$ cat src/rtl/latch_capture_ctrl_pkg.sv
// latch_ctrl_pkg: shared types and constants for the latch capture controller.
//   state_e     - controller FSM states
//   Def*        - default data width and window lengths (cycles)
//   cnt_width() - width of the window down-counter for a given set of windows
package latch_ctrl_pkg;

    typedef enum logic [1:0] {
        StIdle,
        StSetup,
        StOpen,
        StHold
    } state_e;

    localparam int DefWidth    = 8;
    localparam int DefSetupCyc = 1;
    localparam int DefOpenCyc  = 2;
    localparam int DefHoldCyc  = 1;

    // The counter only ever holds (window - 1), so $clog2 of the longest window
    // is enough. It never shrinks below one bit so the ports stay legal.
    function automatic int cnt_width(input int s, input int o, input int h);
        int m;
        m = s;
        if (o > m) m = o;
        if (h > m) m = h;
        if (m < 2) return 1;
        return $clog2(m);
    endfunction

endpackage

$ cat src/rtl/latch_capture_ctrl_cyc_timer.sv
// cyc_timer: loadable down-counter with a zero flag, shared by the setup,
// open and hold windows.
//   clk, rst_n - clock, asynchronous active-low reset
//   load       - load load_val this cycle (takes priority over counting)
//   load_val   - value to load
//   zero       - counter currently holds zero
module cyc_timer #(
    parameter int unsigned CW = 1
) (
    input  logic          clk,
    input  logic          rst_n,
    input  logic          load,
    input  logic [CW-1:0] load_val,
    output logic          zero
);

    logic [CW-1:0] cnt_q, cnt_d;

    // Saturates at zero so the counter sits still while the controller idles.
    always_comb begin
        cnt_d = cnt_q;
        if (load) begin
            cnt_d = load_val;
        end else if (cnt_q != '0) begin
            cnt_d = cnt_q - CW'(1);
        end
    end

    always_ff @(posedge clk or negedge rst_n) begin
        if (!rst_n) begin
            cnt_q <= '0;
        end else begin
            cnt_q <= cnt_d;
        end
    end

    assign zero = (cnt_q == '0);

endmodule

$ cat src/rtl/latch_capture_ctrl.sv
// latch_capture_ctrl: drives the D bus and enable of a bank of transparent
// latches. A word accepted over valid/ready is presented on D, then En is
// opened after a setup window and closed before a hold window, so D is never
// changing around an En edge. done pulses for one cycle at the end of hold.
//   clk, rst_n         - clock, asynchronous active-low reset
//   in_valid/in_ready  - input handshake; in_data is the word to latch
//   abort              - close the latch early (only acted on in setup/open)
//   D, En              - registered latch data bus and enable
//   busy               - a window is in progress
//   done, aborted      - end-of-window pulse; aborted marks a cut-short window
module latch_capture_ctrl
    import latch_ctrl_pkg::*;
#(
    parameter int WIDTH     = DefWidth,
    parameter int SETUP_CYC = DefSetupCyc,
    parameter int OPEN_CYC  = DefOpenCyc,
    parameter int HOLD_CYC  = DefHoldCyc
) (
    input  logic             clk,
    input  logic             rst_n,
    input  logic             in_valid,
    output logic             in_ready,
    input  logic [WIDTH-1:0] in_data,
    input  logic             abort,
    output logic [WIDTH-1:0] D,
    output logic             En,
    output logic             busy,
    output logic             done,
    output logic             aborted
);

    localparam int CW = cnt_width(SETUP_CYC, OPEN_CYC, HOLD_CYC);

    if (SETUP_CYC < 1 || OPEN_CYC < 1 || HOLD_CYC < 1) begin : g_param_err
        $error("latch_capture_ctrl: SETUP_CYC, OPEN_CYC and HOLD_CYC must be >= 1");
    end

    state_e           state_q, state_d;
    logic [WIDTH-1:0] d_q, d_d;
    logic             en_q, en_d;
    logic             rdy_q, rdy_d;
    logic             busy_q, busy_d;
    logic             done_q, done_d;
    logic             abt_out_q, abt_out_d;
    logic             abt_seen_q, abt_seen_d;
    logic             xfer;
    logic             tmr_load;
    logic [CW-1:0]    tmr_val;
    logic             tmr_zero;

    // rdy_q is only ever set while idle, so this is the idle handshake.
    assign xfer = in_valid && rdy_q;

    cyc_timer #(
        .CW(CW)
    ) u_timer (
        .clk     (clk),
        .rst_n   (rst_n),
        .load    (tmr_load),
        .load_val(tmr_val),
        .zero    (tmr_zero)
    );

    // State register and registered outputs.
    always_ff @(posedge clk or negedge rst_n) begin
        if (!rst_n) begin
            state_q    <= StIdle;
            d_q        <= '0;
            en_q       <= 1'b0;
            rdy_q      <= 1'b0;
            busy_q     <= 1'b0;
            done_q     <= 1'b0;
            abt_out_q  <= 1'b0;
            abt_seen_q <= 1'b0;
        end else begin
            state_q    <= state_d;
            d_q        <= d_d;
            en_q       <= en_d;
            rdy_q      <= rdy_d;
            busy_q     <= busy_d;
            done_q     <= done_d;
            abt_out_q  <= abt_out_d;
            abt_seen_q <= abt_seen_d;
        end
    end

    // Next state and window timer loads.
    always_comb begin
        state_d  = state_q;
        tmr_load = 1'b0;
        tmr_val  = '0;
        unique case (state_q)
            StIdle: begin
                if (xfer) begin
                    state_d  = StSetup;
                    tmr_load = 1'b1;
                    tmr_val  = CW'(SETUP_CYC - 1);
                end
            end
            StSetup: begin
                if (abort) begin
                    state_d  = StHold;
                    tmr_load = 1'b1;
                    tmr_val  = CW'(HOLD_CYC - 1);
                end else if (tmr_zero) begin
                    state_d  = StOpen;
                    tmr_load = 1'b1;
                    tmr_val  = CW'(OPEN_CYC - 1);
                end
            end
            StOpen: begin
                // Abort on the final open cycle lands in the same hold window.
                if (abort || tmr_zero) begin
                    state_d  = StHold;
                    tmr_load = 1'b1;
                    tmr_val  = CW'(HOLD_CYC - 1);
                end
            end
            StHold: begin
                if (tmr_zero) begin
                    state_d = StIdle;
                end
            end
            default: state_d = StIdle;
        endcase
    end

    // Next values of the registered outputs, all derived from the next state.
    always_comb begin
        d_d        = xfer ? in_data : d_q;
        en_d       = (state_d == StOpen);
        rdy_d      = (state_d == StIdle);
        busy_d     = (state_d != StIdle);
        done_d     = (state_q == StHold) && (state_d == StIdle);
        abt_seen_d = abt_seen_q;
        if (xfer) begin
            abt_seen_d = 1'b0;
        end else if (abort && (state_q == StSetup || state_q == StOpen)) begin
            abt_seen_d = 1'b1;
        end
        abt_out_d = done_d && abt_seen_q;
    end

    assign D        = d_q;
    assign En       = en_q;
    assign in_ready = rdy_q;
    assign busy     = busy_q;
    assign done     = done_q;
    assign aborted  = abt_out_q;

endmodule
$ cat config.mk
export PLATFORM = sky130hd
export DESIGN_NAME = latch_capture_ctrl
export DESIGN_NICKNAME = d
export VERILOG_FILES = /design/src/rtl/latch_capture_ctrl_pkg.sv /design/src/rtl/latch_capture_ctrl_cyc_timer.sv /design/src/rtl/latch_capture_ctrl.sv
export SDC_FILE = /design/constraint.sdc
export NUM_CORES = 1
export LEC_CHECK = 0
export ABC_AREA = 0
export CAP_MARGIN = 40
export CELL_PAD_IN_SITES_DETAIL_PLACEMENT = 2
export CELL_PAD_IN_SITES_GLOBAL_PLACEMENT = 2
export CORE_MARGIN = 8
export CORE_UTILIZATION = 30
export CTS_CLUSTER_DIAMETER = 50
export DETAILED_ROUTE_END_ITERATION = 16
export PLACE_DENSITY_LB_ADDON = 0.3
export SETUP_SLACK_MARGIN = 0.02
export SLEW_MARGIN = 20
export SYNTH_ARGS = -nofsm -noshare
export SYNTH_HDL_FRONTEND = slang
export SYNTH_HIERARCHICAL = 1
export SYNTH_SLANG_ARGS = --single-unit
$ cat constraint.sdc
create_clock -name clk -period 2.8 [get_ports clk]
set_input_delay 0.28 -clock clk [delete_from_list [all_inputs] [get_ports clk]]
set_output_delay 0.28 -clock clk [all_outputs]
set_load 0.1 [all_outputs]
==> out/results.md, run 1 <==
| Stage | Metric | This run |
|---|---|---|
| sta | Share of the clock period used by the worst path | 66.23% |
| sta | Number of setup violations in the final report | 0 |
| logic synthesis | Average cell area after synthesis | 12.41 um2 |
| global routing | Initial antenna violation count | 0 |
| drt | Via count normalized by instance count | 4.876 |
| sta | Number of max-slew violations in the final report | 0 |
| global routing | Via count of the first global-routing pass | 665 |
| worst setup path | Cells traversed along the worst timing path | inv_1 > ha_1 > or3_1 > a21oi_2 > nor2_2 > or2_1 |
| sta | Final hold viol count | 0 |
| worst setup path | CP max-delay cell | sky130_fd_sc_hd__dfrtp_1 |
| sta | Worst Max-Slew Pin Slew | 0.3620 ns |
| status | Result of the run | finished clean |
| global routing | All-Layer GR Usage | 10.71% |
| final layout | Final core utilization | 43.07% |
| sta | RSZ-0062 raised after global routing | false |
| logic synthesis | Number of warnings issued by yosys | 6 |
| clocking | Count of cells resized by post-cts repair | 0 |
| clocking | # Post-CTS Setup Buffers | 0 |
| worst setup path | Terminus of the critical flop-to-flop path | busy$_DFF_PN0_ |
| die | Total Die Area | 4442 um2 |
| clocking | Clock slew at the register clock pins of the worst setup and hold paths | 0.11 ns |
| drt | Routed length per instance | 17.57 um |
| sta | Final critical-path required period | 1.854 ns |
| place | Post-placement worst setup slack | 0.9437 ns |
| worst setup path | Kind of start point of the critical path | register |
| die | Vertical extent of the die | 66.65 um |
| global routing | Overall overflow remaining after global route | 0 |
| final layout | Max reg flops | 8 |
| logic synthesis | FFs w/ async S/R, synth | 100.0% |
| global routing | Pin count of the biggest net entering global routing | 18 |
| worst setup path | Req. time, crit path | 2.99 ns |
| clocking | TritonCTS clock tree | yes |
| clocking | Maximum count of clock buffers along a single path | 2 |
| worst setup path | Worst endpoint data arrival time | 2.04 ns |
| hold path | Worst hold-check path type | input pin to async pin |
| clocking | Worst-Skew Late Latency | 0.29 ns |
| clocking | Count of hold buffers inserted by post-cts repair | 0 |
| worst setup path | Capture point of the critical path | busy$_DFF_PN0_ |
| drt | Final ANT Viol Nets | 0 |
| logic synthesis | Yosys cell types | 25 |
| drt | Total via count in the routed design | 590 |
| final layout | Diodes inserted | 0 |
| worst setup path | Worst-case register-to-register setup slack | 0.95 ns |
| place | Final weighted congestion of routability-driven global placement | 0.6877 |
| worst setup path | Peak per-stage delay on the critical path | 0.44 ns |
| clocking | Number of clock sinks | 17 |
| die | Io pins | 25 |
| worst setup path | Worst r2r src | state_q[0]$_DFF_PN0_ |
| place | Port Buf Inserts | 24 |
| worst setup path | Maximum net fanout on the critical path | 5 |
| final layout | Proportion of layout cells with a drive suffix above 1 | 34.07% |
| place | Post-detail-place hpwl | 1.672 mm |
| worst setup path | Worst setup EP type | register |
| global routing | Global-route wire length before repair | 3.519 mm |
| logic synthesis | Sequential element share of the synthesized area | 55.28% |
| worst setup path | Worst Setup Path Type | register to register |
| logic synthesis | Synth Flop Type | sky130_fd_sc_hd__dfrtp_1 |
| sta | Worst clock skew on the final layout | 0.008215 ns |
| drt | DRC violations left | 0 |
| sta | Total Negative Setup Slacks | 0 ns |
| clocking | Total number of H-tree levels | 1 |
| sta | Slew margin rel. | 75.79% |
| run | Reported max-cap violation count | 0 |
| die | Chip width | 66.65 um |
| final layout | P&R area growth vs syn | 37.40% |
| die | Standard-cell rows | 18 |
| drt | Iteration-0 DRC count of the detailed router | 6 |
| sta | Upper clock frequency limit | 539.2 MHz |
| die | Core area | 2455 um2 |
| drt | Number of optimization iterations in the first detailed-route pass | 2 |
| sta | Final WS setup | 0.9455 ns |
| drt | Wirelength, routed | 2.126 mm |
| final layout | Fin nets | 109 |
| logic synthesis | Flip-flop and latch count after synthesis | 17 |
| clocking | Number of CTS-inserted buffers | 3 |
| logic synthesis | Syn Inst Count | 62 |
| logic synthesis | Synthesized cell area | 769.5 um2 |
| worst setup path | Number of cell instances on the worst register-to-register path | 6 |
| logic synthesis | EDFF count, synth | 0 |
| clocking | Cell chosen for the clock root | sky130_fd_sc_hd__clkbuf_4 |
| worst setup path | Critical Path Start | state_q[0]$_DFF_PN0_ |
| logic synthesis | Net count of the mapped netlist | 79 |
| die | Effective utilization at floorplan | 31.35% |
==> stage by stage <==
stage               hold WS, ns  instances  cell area [um2]
finish                   0.2503        121             1057
global route             0.2416        121             1057
CTS                      0.4640        120             1042
detailed placement       0.4997        116             1015
global placement         0.4903        116             1015
floorplan              -0.01559         62            769.5
==> cell usage in the layout, fill, tap and decap left out, types with 2 or more instances in the layout <==
cell type	instances
sky130_fd_sc_hd__dfrtp_1	17
sky130_fd_sc_hd__nor3_1	3
sky130_fd_sc_hd__inv_1	4
sky130_fd_sc_hd__o21ai_1	2
sky130_fd_sc_hd__a21oi_1	3
sky130_fd_sc_hd__clkdlybuf4s50_1	11
sky130_fd_sc_hd__nor2_1	2
sky130_fd_sc_hd__clkbuf_4	3
sky130_fd_sc_hd__buf_4	13
sky130_fd_sc_hd__nand2_1	2
sky130_fd_sc_hd__mux2_2	8
sky130_fd_sc_hd__ha_1	5
==> metal layers <==
metal / GRT usage (%) / wire length [um]
met2: 19.12 / 1207
met3: 3.859 / 84
met1: 10.93 / 826
met4: 4.533 / 8
met5: 0 / 0
==> synth_stat cells (all sizes together), types with 3 or more instances <==
cell type   n  area share (%)
a21oi       4             3.1
dfrtp      17              55
ha          5             8.1
inv         4             2.0
mux2        8              12
nand2       3             1.8
nor2        3             1.8
nor3        3             2.0
o21ai       3             2.0
==> how the worst min path moves through the flow <==
| stage | slack (ns) | startpoint | endpoint | depth (start not counted) |
|---|---|---|---|---|
| floorplan | -0.02 | rst_n | D[0]$_DFFE_PN0P_ | 0 |
| global placement | 0.49 | D[2]$_DFFE_PN0P_ | D[2]$_DFFE_PN0P_ | 1 |
| detailed placement | 0.50 | D[7]$_DFFE_PN0P_ | D[7]$_DFFE_PN0P_ | 1 |
| CTS | 0.46 | rst_n | D[2]$_DFFE_PN0P_ | 1 |
| global route | 0.24 | rst_n | D[5]$_DFFE_PN0P_ | 1 |
| finish | 0.25 | rst_n | D[2]$_DFFE_PN0P_ | 1 |
==> critical path: cells and delay by family (launching register included) <==
family	cells	cell delay, ns
simple gates	3	0.73
flops	1	0.44
fa+ha+maj	1	0.27
compound gates	1	0.18
buf+inv	1	0.12
==> cell type report <==
type                            instances  area, um2
Timing Repair Buffer                   25      222.7
Inverter                                4      15.01
Sequential cell                        17      425.4
Fill cell                             253       1398
Tap cell                               30      37.54
Clock inverter                          1      5.005
Multi-Input combinational cell         41      329.1
Clock buffer                            3      22.52
==> cells by family after synthesis <==
family	Yosys count	synth area share [%]
AO/OA/AOI/OAI	10	9.106
buffers and inverters	4	1.951
adder cells (fa/ha/maj)	5	8.130
AND/OR/NAND/NOR	18	13.82
multiplexers	8	11.71
flip-flops	17	55.28
Power of run 1 is not shown: default switching activity piles up to over one toggle a cycle in this logic, so the estimate is an artifact.
==> run 2, diff against run 1 <==
--- a/config.mk
+++ b/config.mk
@@ -9,8 +9,9 @@
 export CAP_MARGIN = 40
 export CELL_PAD_IN_SITES_DETAIL_PLACEMENT = 2
 export CELL_PAD_IN_SITES_GLOBAL_PLACEMENT = 2
+export CORE_ASPECT_RATIO = 0.5
 export CORE_MARGIN = 8
-export CORE_UTILIZATION = 30
+export CORE_UTILIZATION = 25
 export CTS_CLUSTER_DIAMETER = 50
 export DETAILED_ROUTE_END_ITERATION = 16
 export PLACE_DENSITY_LB_ADDON = 0.3
==> constraint.sdc (replaced) <==
create_clock -name clk -period 1.7 [get_ports clk]
set_input_delay 0.17 -clock clk [delete_from_list [all_inputs] [get_ports clk]]
set_output_delay 0.17 -clock clk [all_outputs]
set_load 0.1 [all_outputs]
==> run 2 against run 1 <==
Sequential cell count stayed put. Core utilization decreased by 2.4 points. Non-clock buffer count up 9. Die area increased by 17%. First-iteration DRC count grew to 3.3 times the previous value. Clock skew shrank 0.0059 ns. Cell area grew 14%. Worst hold slack lost 0.030 ns. Global-route usage shrank 1.4 points. Worst setup slack lost 0.90 ns. Sequential share of layout area shrank 4.8 points. Critical path depth stayed put. Largest cell class unchanged.
==> out/results.md, run 2 (same netlist as run 1, synthesis figures left out) <==
| Stage | Metric | This run | Delta |
|---|---|---|---|
| status | Result of the run | finished clean | unchanged |
| run | Reported max-cap violation count | 0 | unchanged |
| final layout | Most frequent standard cell in the layout excluding fill and tap cells | sky130_fd_sc_hd__buf_4 | was sky130_fd_sc_hd__dfrtp_1 |
| worst setup path | Capture point of the critical path | busy$_DFF_PN0_ | unchanged |
| clocking | Total number of H-tree levels | 1 | unchanged |
| place | Port Buf Inserts | 24 | unchanged |
| clocking | Maximum count of clock buffers along a single path | 2 | unchanged |
| die | Chip width | 94.46 um | was 66.65 um |
| sta | Slew margin rel. | 72.64% | was 75.79% |
| global routing | Global-route wire length before repair | 3.774 mm | was 3.519 mm |
| worst setup path | Maximum net fanout on the critical path | 5 | unchanged |
| clocking | Number of clock sinks | 17 | unchanged |
| sta | Final critical-path required period | 1.657 ns | was 1.854 ns |
| worst setup path | Worst setup EP type | register | unchanged |
| worst setup path | Worst r2r src | state_q[0]$_DFF_PN0_ | unchanged |
| hold path | Worst hold-check path type | input pin to async pin | unchanged |
| drt | DRC violations left | 0 | unchanged |
| global routing | Pin count of the biggest net entering global routing | 10 | was 18 |
| sta | RSZ-0062 raised after global routing | true | was false |
| drt | Total met2 wirelength after detailed routing | 1.327 mm | was 1.207 mm |
| sta | Share of the clock period used by the worst path | 97.44% | was 66.23% |
| drt | Iteration-0 DRC count of the detailed router | 20 | was 6 |
| worst setup path | Worst endpoint data arrival time | 1.79 ns | was 2.04 ns |
| worst setup path | Family with the most delay on the worst path | simple AND/OR/NAND/NOR gates | unchanged |
| final layout | Fin nets | 118 | was 109 |
| drt | Number of optimization iterations in the first detailed-route pass | 3 | was 2 |
| sta | Final hold viol count | 0 | unchanged |
| worst setup path | Total number of cells along the worst setup path | 6 | unchanged |
| final layout | Diodes inserted | 0 | unchanged |
| global routing | Initial antenna violation count | 0 | unchanged |
| final layout | Max reg flops | 8 | unchanged |
| drt | Via count normalized by instance count | 4.314 | was 4.876 |
| global routing | All-Layer GR Usage | 9.304% | was 10.71% |
| place | Post-detail-place hpwl | 1.789 mm | was 1.672 mm |
| sta | Worst clock skew on the final layout | 0.002312 ns | was 0.008215 ns |
| worst setup path | Terminus of the critical flop-to-flop path | busy$_DFF_PN0_ | unchanged |
| sta | Number of setup violations in the final report | 0 | unchanged |
| die | Standard-cell rows | 14 | was 18 |
| worst setup path | Kind of start point of the critical path | register | unchanged |
| sta | Upper clock frequency limit | 603.7 MHz | was 539.2 MHz |
| clocking | Worst-Skew Late Latency | 0.25 ns | was 0.29 ns |
| drt | Wirelength, routed | 2.254 mm | was 2.126 mm |
| worst setup path | Worst Setup Path Type | register to register | unchanged |
| sta | Total Negative Setup Slacks | 0 ns | unchanged |
| worst setup path | Worst-case register-to-register setup slack | 0.04 ns | was 0.95 ns |
| die | Total Die Area | 5217 um2 | was 4442 um2 |
| sta | Worst Max-Slew Pin Slew | 0.4092 ns | was 0.3620 ns |
| drt | Topmost layer with routed signal wires | met4 | unchanged |
| worst setup path | Peak per-stage delay on the critical path | 0.40 ns | was 0.44 ns |
| die | Io pins | 25 | unchanged |
| clocking | Number of CTS-inserted buffers | 3 | unchanged |
| drt | Met3 wire length | 54 um | was 84 um |
| global routing | Via count of the first global-routing pass | 714 | was 665 |
| drt | Routed length per instance | 16.10 um | was 17.57 um |
| drt | Total via count in the routed design | 604 | was 590 |
| drt | Detailed-routing wirelength on met1 | 850 um | was 826 um |
| clocking | Count of hold buffers inserted by post-cts repair | 0 | unchanged |
| worst setup path | Cells traversed along the worst timing path | inv_2 > ha_2 > or3_4 > a21oi_4 > nor2_2 > or2_1 | was inv_1 > ha_1 > or3_1 > a21oi_2 > nor2_2 > or2_1 |
| final layout | Proportion of layout cells with a drive suffix above 1 | 46.00% | was 34.07% |
| worst setup path | CP bufs+invs | 1 | unchanged |
| worst setup path | CP max-delay cell | sky130_fd_sc_hd__dfrtp_1 | unchanged |
| die | Vertical extent of the die | 55.23 um | was 66.65 um |
| final layout | Commonest non-fill, non-tap cells in the layout | sky130_fd_sc_hd__buf_4 (21), sky130_fd_sc_hd__dfrtp_1 (16), sky130_fd_sc_hd__clkdlybuf4s50_1 (11) | was sky130_fd_sc_hd__dfrtp_1 (17), sky130_fd_sc_hd__buf_4 (13), sky130_fd_sc_hd__clkdlybuf4s50_1 (11) |
| die | Core area | 2960 um2 | was 2455 um2 |
| place | Final weighted congestion of routability-driven global placement | 0.8136 | was 0.6877 |
| drt | Final ANT Viol Nets | 0 | unchanged |
| clocking | Clock slew at the register clock pins of the worst setup and hold paths | 0.06 ns | was 0.11 ns |
| die | Effective utilization at floorplan | 25.99% | was 31.35% |
| clocking | TritonCTS clock tree | yes | unchanged |
| sta | Number of max-slew violations in the final report | 0 | unchanged |
| worst setup path | Number of cell instances on the worst register-to-register path | 6 | unchanged |
| final layout | P&R area growth vs syn | 56.59% | was 37.40% |
| worst setup path | Critical Path Start | state_q[0]$_DFF_PN0_ | unchanged |
| global routing | Overall overflow remaining after global route | 0 | unchanged |
| worst setup path | Req. time, crit path | 1.83 ns | was 2.99 ns |
| clocking | Cell chosen for the clock root | sky130_fd_sc_hd__clkbuf_8 | was sky130_fd_sc_hd__clkbuf_4 |
run 2: cell count changes in the layout (fill, tap and decap cells not counted), sizes merged:
cell	change
clkbuf	+1
buf	+9
clkinv	-1
run 2: through the flow:
step	area (um2)	std cells	hold slack, ns	utilization, %	setup WS (ns)
after global placement	1086	132	0.4802	36.69	0.1018
after CTS	1146	138	0.2248	38.72	0.02952
after floorplan	770.7	62	-0.1256	-	0.03844
final	1205	140	0.2206	40.70	0.04348
after global routing	1205	140	0.2626	40.70	-0.01341
after detailed placement	1086	132	0.4956	36.69	-0.01109
run 2: worst reg2reg max path: cells and delay by family, from the launching register on:
| family | cells | cell delay (ns) |
|---|---|---|
| simple gates | 3 | 0.71 |
| fa+ha+maj | 1 | 0.20 |
| compound gates | 1 | 0.17 |
| flops | 1 | 0.40 |
| buf+inv | 1 | 0.08 |
run 2: area by class of cell:
type,count,area (um2)
timing repair buffer,34,299.0
tap,40,50.05
fill,312,1755
clock buffer,4,45.04
sequential,17,426.7
inverter,4,15.01
multi-input combinational,41,369.1
run 2: routing by layer:
metal / track usage (%) / vias to the layer above
met5: 0 / -
met1: 9.685 / 307
met3: 2.557 / 2
li1: - / 290
met4: 3.304 / 0
met2: 17.32 / 5
run 2: repair_timing:
item	in CTS	in global routing
setup buffers	2	2
pin swaps	1	4
setup endpoints to repair	1	3
gates resized for setup	1	8
run 2: how the worst min path moves through the flow:
stage          start          endpoint  cells past startpoint
3_3_place_gp   rst_n  D[4]$_DFFE_PN0P_                      1
6_report       rst_n  D[7]$_DFFE_PN0P_                      1
2_1_floorplan  rst_n  D[0]$_DFFE_PN0P_                      0
4_1_cts        rst_n  D[7]$_DFFE_PN0P_                      1
3_5_place_dp   rst_n  D[7]$_DFFE_PN0P_                      1
5_1_grt        rst_n  D[3]$_DFFE_PN0P_                      1
Power of run 2 is left out for the same reason.
==> run 3, diff against run 2 <==
--- a/config.mk
+++ b/config.mk
@@ -7,14 +7,14 @@
 export LEC_CHECK = 0
 export ABC_AREA = 0
 export CAP_MARGIN = 40
-export CELL_PAD_IN_SITES_DETAIL_PLACEMENT = 2
+export CELL_PAD_IN_SITES_DETAIL_PLACEMENT = 1
 export CELL_PAD_IN_SITES_GLOBAL_PLACEMENT = 2
 export CORE_ASPECT_RATIO = 0.5
 export CORE_MARGIN = 8
 export CORE_UTILIZATION = 25
 export CTS_CLUSTER_DIAMETER = 50
 export DETAILED_ROUTE_END_ITERATION = 16
-export PLACE_DENSITY_LB_ADDON = 0.3
+export PLACE_DENSITY = 0.69
 export SETUP_SLACK_MARGIN = 0.02
 export SLEW_MARGIN = 20
 export SYNTH_ARGS = -nofsm -noshare
==> run 3 against run 2 <==
Register-to-register slack better by 0.02 ns. Die area stayed put. Worst setup slack better by 0.024 ns.
==> out/results.md, run 3 (same netlist as run 1, synthesis figures left out) <==
| Stage | Metric | This run | Delta |
|---|---|---|---|
| worst setup path | Maximum net fanout on the critical path | 6 | was 5 |
| place | Placed cells | 134 | was 132 |
| run | Reported max-cap violation count | 0 | unchanged |
| clocking | Cell chosen for the clock root | sky130_fd_sc_hd__clkbuf_8 | unchanged |
| global routing | Overall overflow remaining after global route | 0 | unchanged |
| worst setup path | Peak per-stage delay on the critical path | 0.38 ns | was 0.40 ns |
| sta | Share of the clock period used by the worst path | 96.04% | was 97.44% |
| clocking | Clock slew at the register clock pins of the worst setup and hold paths | 0.06 ns | about the same |
| global routing | Initial antenna violation count | 0 | unchanged |
| global routing | Global-route wire length before repair | 3.601 mm | was 3.774 mm |
| clocking | Maximum count of clock buffers along a single path | 2 | unchanged |
| final layout | Post-route cell area | 1175 um2 | was 1205 um2 |
| final layout | P&R area growth vs syn | 52.68% | was 56.59% |
| sta | Final critical-path required period | 1.633 ns | was 1.657 ns |
| worst setup path | Family with the most delay on the worst path | simple AND/OR/NAND/NOR gates | unchanged |
| worst setup path | Total number of cells along the worst setup path | 6 | unchanged |
| worst setup path | Number of cell instances on the worst register-to-register path | 6 | unchanged |
| worst setup path | Cells traversed along the worst timing path | buf_4 > ha_1 > nor2b_1 > o21ai_1 > a41oi_2 > or2_1 | was inv_2 > ha_2 > or3_4 > a21oi_4 > nor2_2 > or2_1 |
| status | Result of the run | finished clean | unchanged |
| worst setup path | Worst r2r src | state_q[1]$_DFF_PN0_ | was state_q[0]$_DFF_PN0_ |
| clocking | Worst-Skew Late Latency | 0.25 ns | about the same |
| sta | Worst clock skew on the final layout | 0.001966 ns | was 0.002312 ns |
| sta | Number of setup violations in the final report | 0 | unchanged |
| final layout | Commonest non-fill, non-tap cells in the layout | sky130_fd_sc_hd__buf_4 (21), sky130_fd_sc_hd__dfrtp_1 (16), sky130_fd_sc_hd__clkdlybuf4s50_1 (11) | unchanged |
| sta | RSZ-0062 raised after global routing | true | unchanged |
| clocking | Number of clock sinks | 17 | unchanged |
| final layout | Most frequent standard cell in the layout excluding fill and tap cells | sky130_fd_sc_hd__buf_4 | unchanged |
| global routing | GR Layer Usage met3 | 1.750% | was 2.557% |
| final layout | Diodes inserted | 0 | unchanged |
| drt | DRC violations left | 0 | unchanged |
| hold path | Worst hold-check path type | input pin to async pin | unchanged |
| clocking | TritonCTS clock tree | yes | unchanged |
| drt | Via count normalized by instance count | 4.259 | was 4.314 |
| worst setup path | Worst setup EP type | register | unchanged |
| drt | Number of optimization iterations in the first detailed-route pass | 2 | was 3 |
| die | Total Die Area | 5217 um2 | unchanged |
| drt | Iteration-0 DRC count of the detailed router | 12 | was 20 |
| sta | Final hold viol count | 0 | unchanged |
| worst setup path | Req. time, crit path | 1.84 ns | was 1.83 ns |
| sta | Slew margin rel. | 72.04% | was 72.64% |
| worst setup path | Worst Setup Path Type | register to register | unchanged |
| global routing | All-Layer GR Usage | 8.611% | was 9.304% |
| die | Effective utilization at floorplan | 25.99% | unchanged |
| final layout | Fin nets | 117 | was 118 |
| final layout | Final core utilization | 39.69% | was 40.70% |
| worst setup path | Worst-case register-to-register setup slack | 0.07 ns | was 0.04 ns |
| clocking | Count of hold buffers inserted by post-cts repair | 0 | unchanged |
| clocking | Number of CTS-inserted buffers | 3 | unchanged |
| global routing | Global-route track usage on met2 | 15.35% | was 17.32% |
| worst setup path | Critical Path Start | state_q[1]$_DFF_PN0_ | was state_q[0]$_DFF_PN0_ |
| worst setup path | Kind of start point of the critical path | register | unchanged |
| die | Chip width | 94.46 um | unchanged |
| die | Standard-cell rows | 14 | unchanged |
| worst setup path | CP max-delay cell | sky130_fd_sc_hd__dfrtp_1 | unchanged |
| die | Core area | 2960 um2 | unchanged |
| place | Final weighted congestion of routability-driven global placement | 0.8158 | was 0.8136 |
| final layout | Non-Filler Instances | 139 | was 140 |
| worst setup path | Worst endpoint data arrival time | 1.77 ns | was 1.79 ns |
| worst setup path | CP bufs+invs | 1 | unchanged |
| global routing | Via count of the first global-routing pass | 650 | was 714 |
| sta | Worst Max-Slew Pin Slew | 0.4180 ns | was 0.4092 ns |
| worst setup path | Capture point of the critical path | busy$_DFF_PN0_ | unchanged |
| global routing | Pin count of the biggest net entering global routing | 11 | was 10 |
| place | Port Buf Inserts | 24 | unchanged |
| global routing | Met1 GRT Util | 9.779% | was 9.685% |
| drt | Final ANT Viol Nets | 0 | unchanged |
| final layout | Max reg flops | 8 | unchanged |
| clocking | Total number of H-tree levels | 1 | unchanged |
| die | Io pins | 25 | unchanged |
| worst setup path | Terminus of the critical flop-to-flop path | busy$_DFF_PN0_ | unchanged |
| place | Post-detail-place hpwl | 1.727 mm | was 1.789 mm |
| global routing | GRT Max-Usage Layer | met2 | unchanged |
| sta | Upper clock frequency limit | 612.5 MHz | was 603.7 MHz |
| sta | Number of max-slew violations in the final report | 0 | unchanged |
| drt | Total via count in the routed design | 592 | was 604 |
| place | Standard cell area after detailed placement | 1101 um2 | was 1086 um2 |
| drt | Routed length per instance | 15.14 um | was 16.10 um |
| drt | Wirelength, routed | 2.105 mm | was 2.254 mm |
| final layout | Proportion of layout cells with a drive suffix above 1 | 44.44% | was 46.00% |
| die | Vertical extent of the die | 55.23 um | unchanged |
## run 3: final cells by class
type                            count  area [um2]
Multi-Input combinational cell     41       350.3
Clock buffer                        4       45.04
Inverter                            4       15.01
Timing Repair Buffer               33       287.8
Sequential cell                    17       426.7
Tap cell                           40       50.05
Fill cell                         334        1785
## run 3: how the worst min path moves through the flow
stage	start	to	slack, ns	depth (start not counted)
after global placement	D[2]$_DFFE_PN0P_	D[2]$_DFFE_PN0P_	0.49	1
after global routing	rst_n	aborted$_DFF_PN0_	0.25	1
after detailed placement	rst_n	aborted$_DFF_PN0_	0.50	1
after CTS	rst_n	aborted$_DFF_PN0_	0.22	1
after floorplan	rst_n	D[0]$_DFFE_PN0P_	-0.13	0
final	rst_n	done$_DFF_PN0_	0.22	1
## run 3: per-layer routing
layer	part of all wire (%)	vias to the layer above
li1	-	288
met1	40	295
met2	56	6
met3	2.3	3
met4	1.1	0
met5	0	-
## run 3: through the flow
stage	hold slack [ns]	setup slack [ns]	TNS (ns)
floorplan	-0.1256	0.03844	0
global route	0.2519	-0.02377	-0.02377
global placement	0.4901	0.1190	0
finish	0.2151	0.06738	0
detailed placement	0.4979	0.01111	0
CTS	0.2185	0.04364	0
## run 3: worst register-to-register path, cell delays in order (launching register included)
cell and delay (ns):
sky130_fd_sc_hd__dfrtp_1 0.38, sky130_fd_sc_hd__buf_4 0.15, sky130_fd_sc_hd__ha_1 0.19, sky130_fd_sc_hd__nor2b_1 0.13, sky130_fd_sc_hd__o21ai_1 0.16, sky130_fd_sc_hd__a41oi_2 0.23
sky130_fd_sc_hd__or2_1 0.28
## run 3: what timing repair did
action / CTS / global route
setup buffers: 0 / 1
gates resized for setup: 1 / 4
endpoints found under the setup margin: 1 / 5
pin swaps: 0 / 1
Power of run 3 is left out for the same reason.
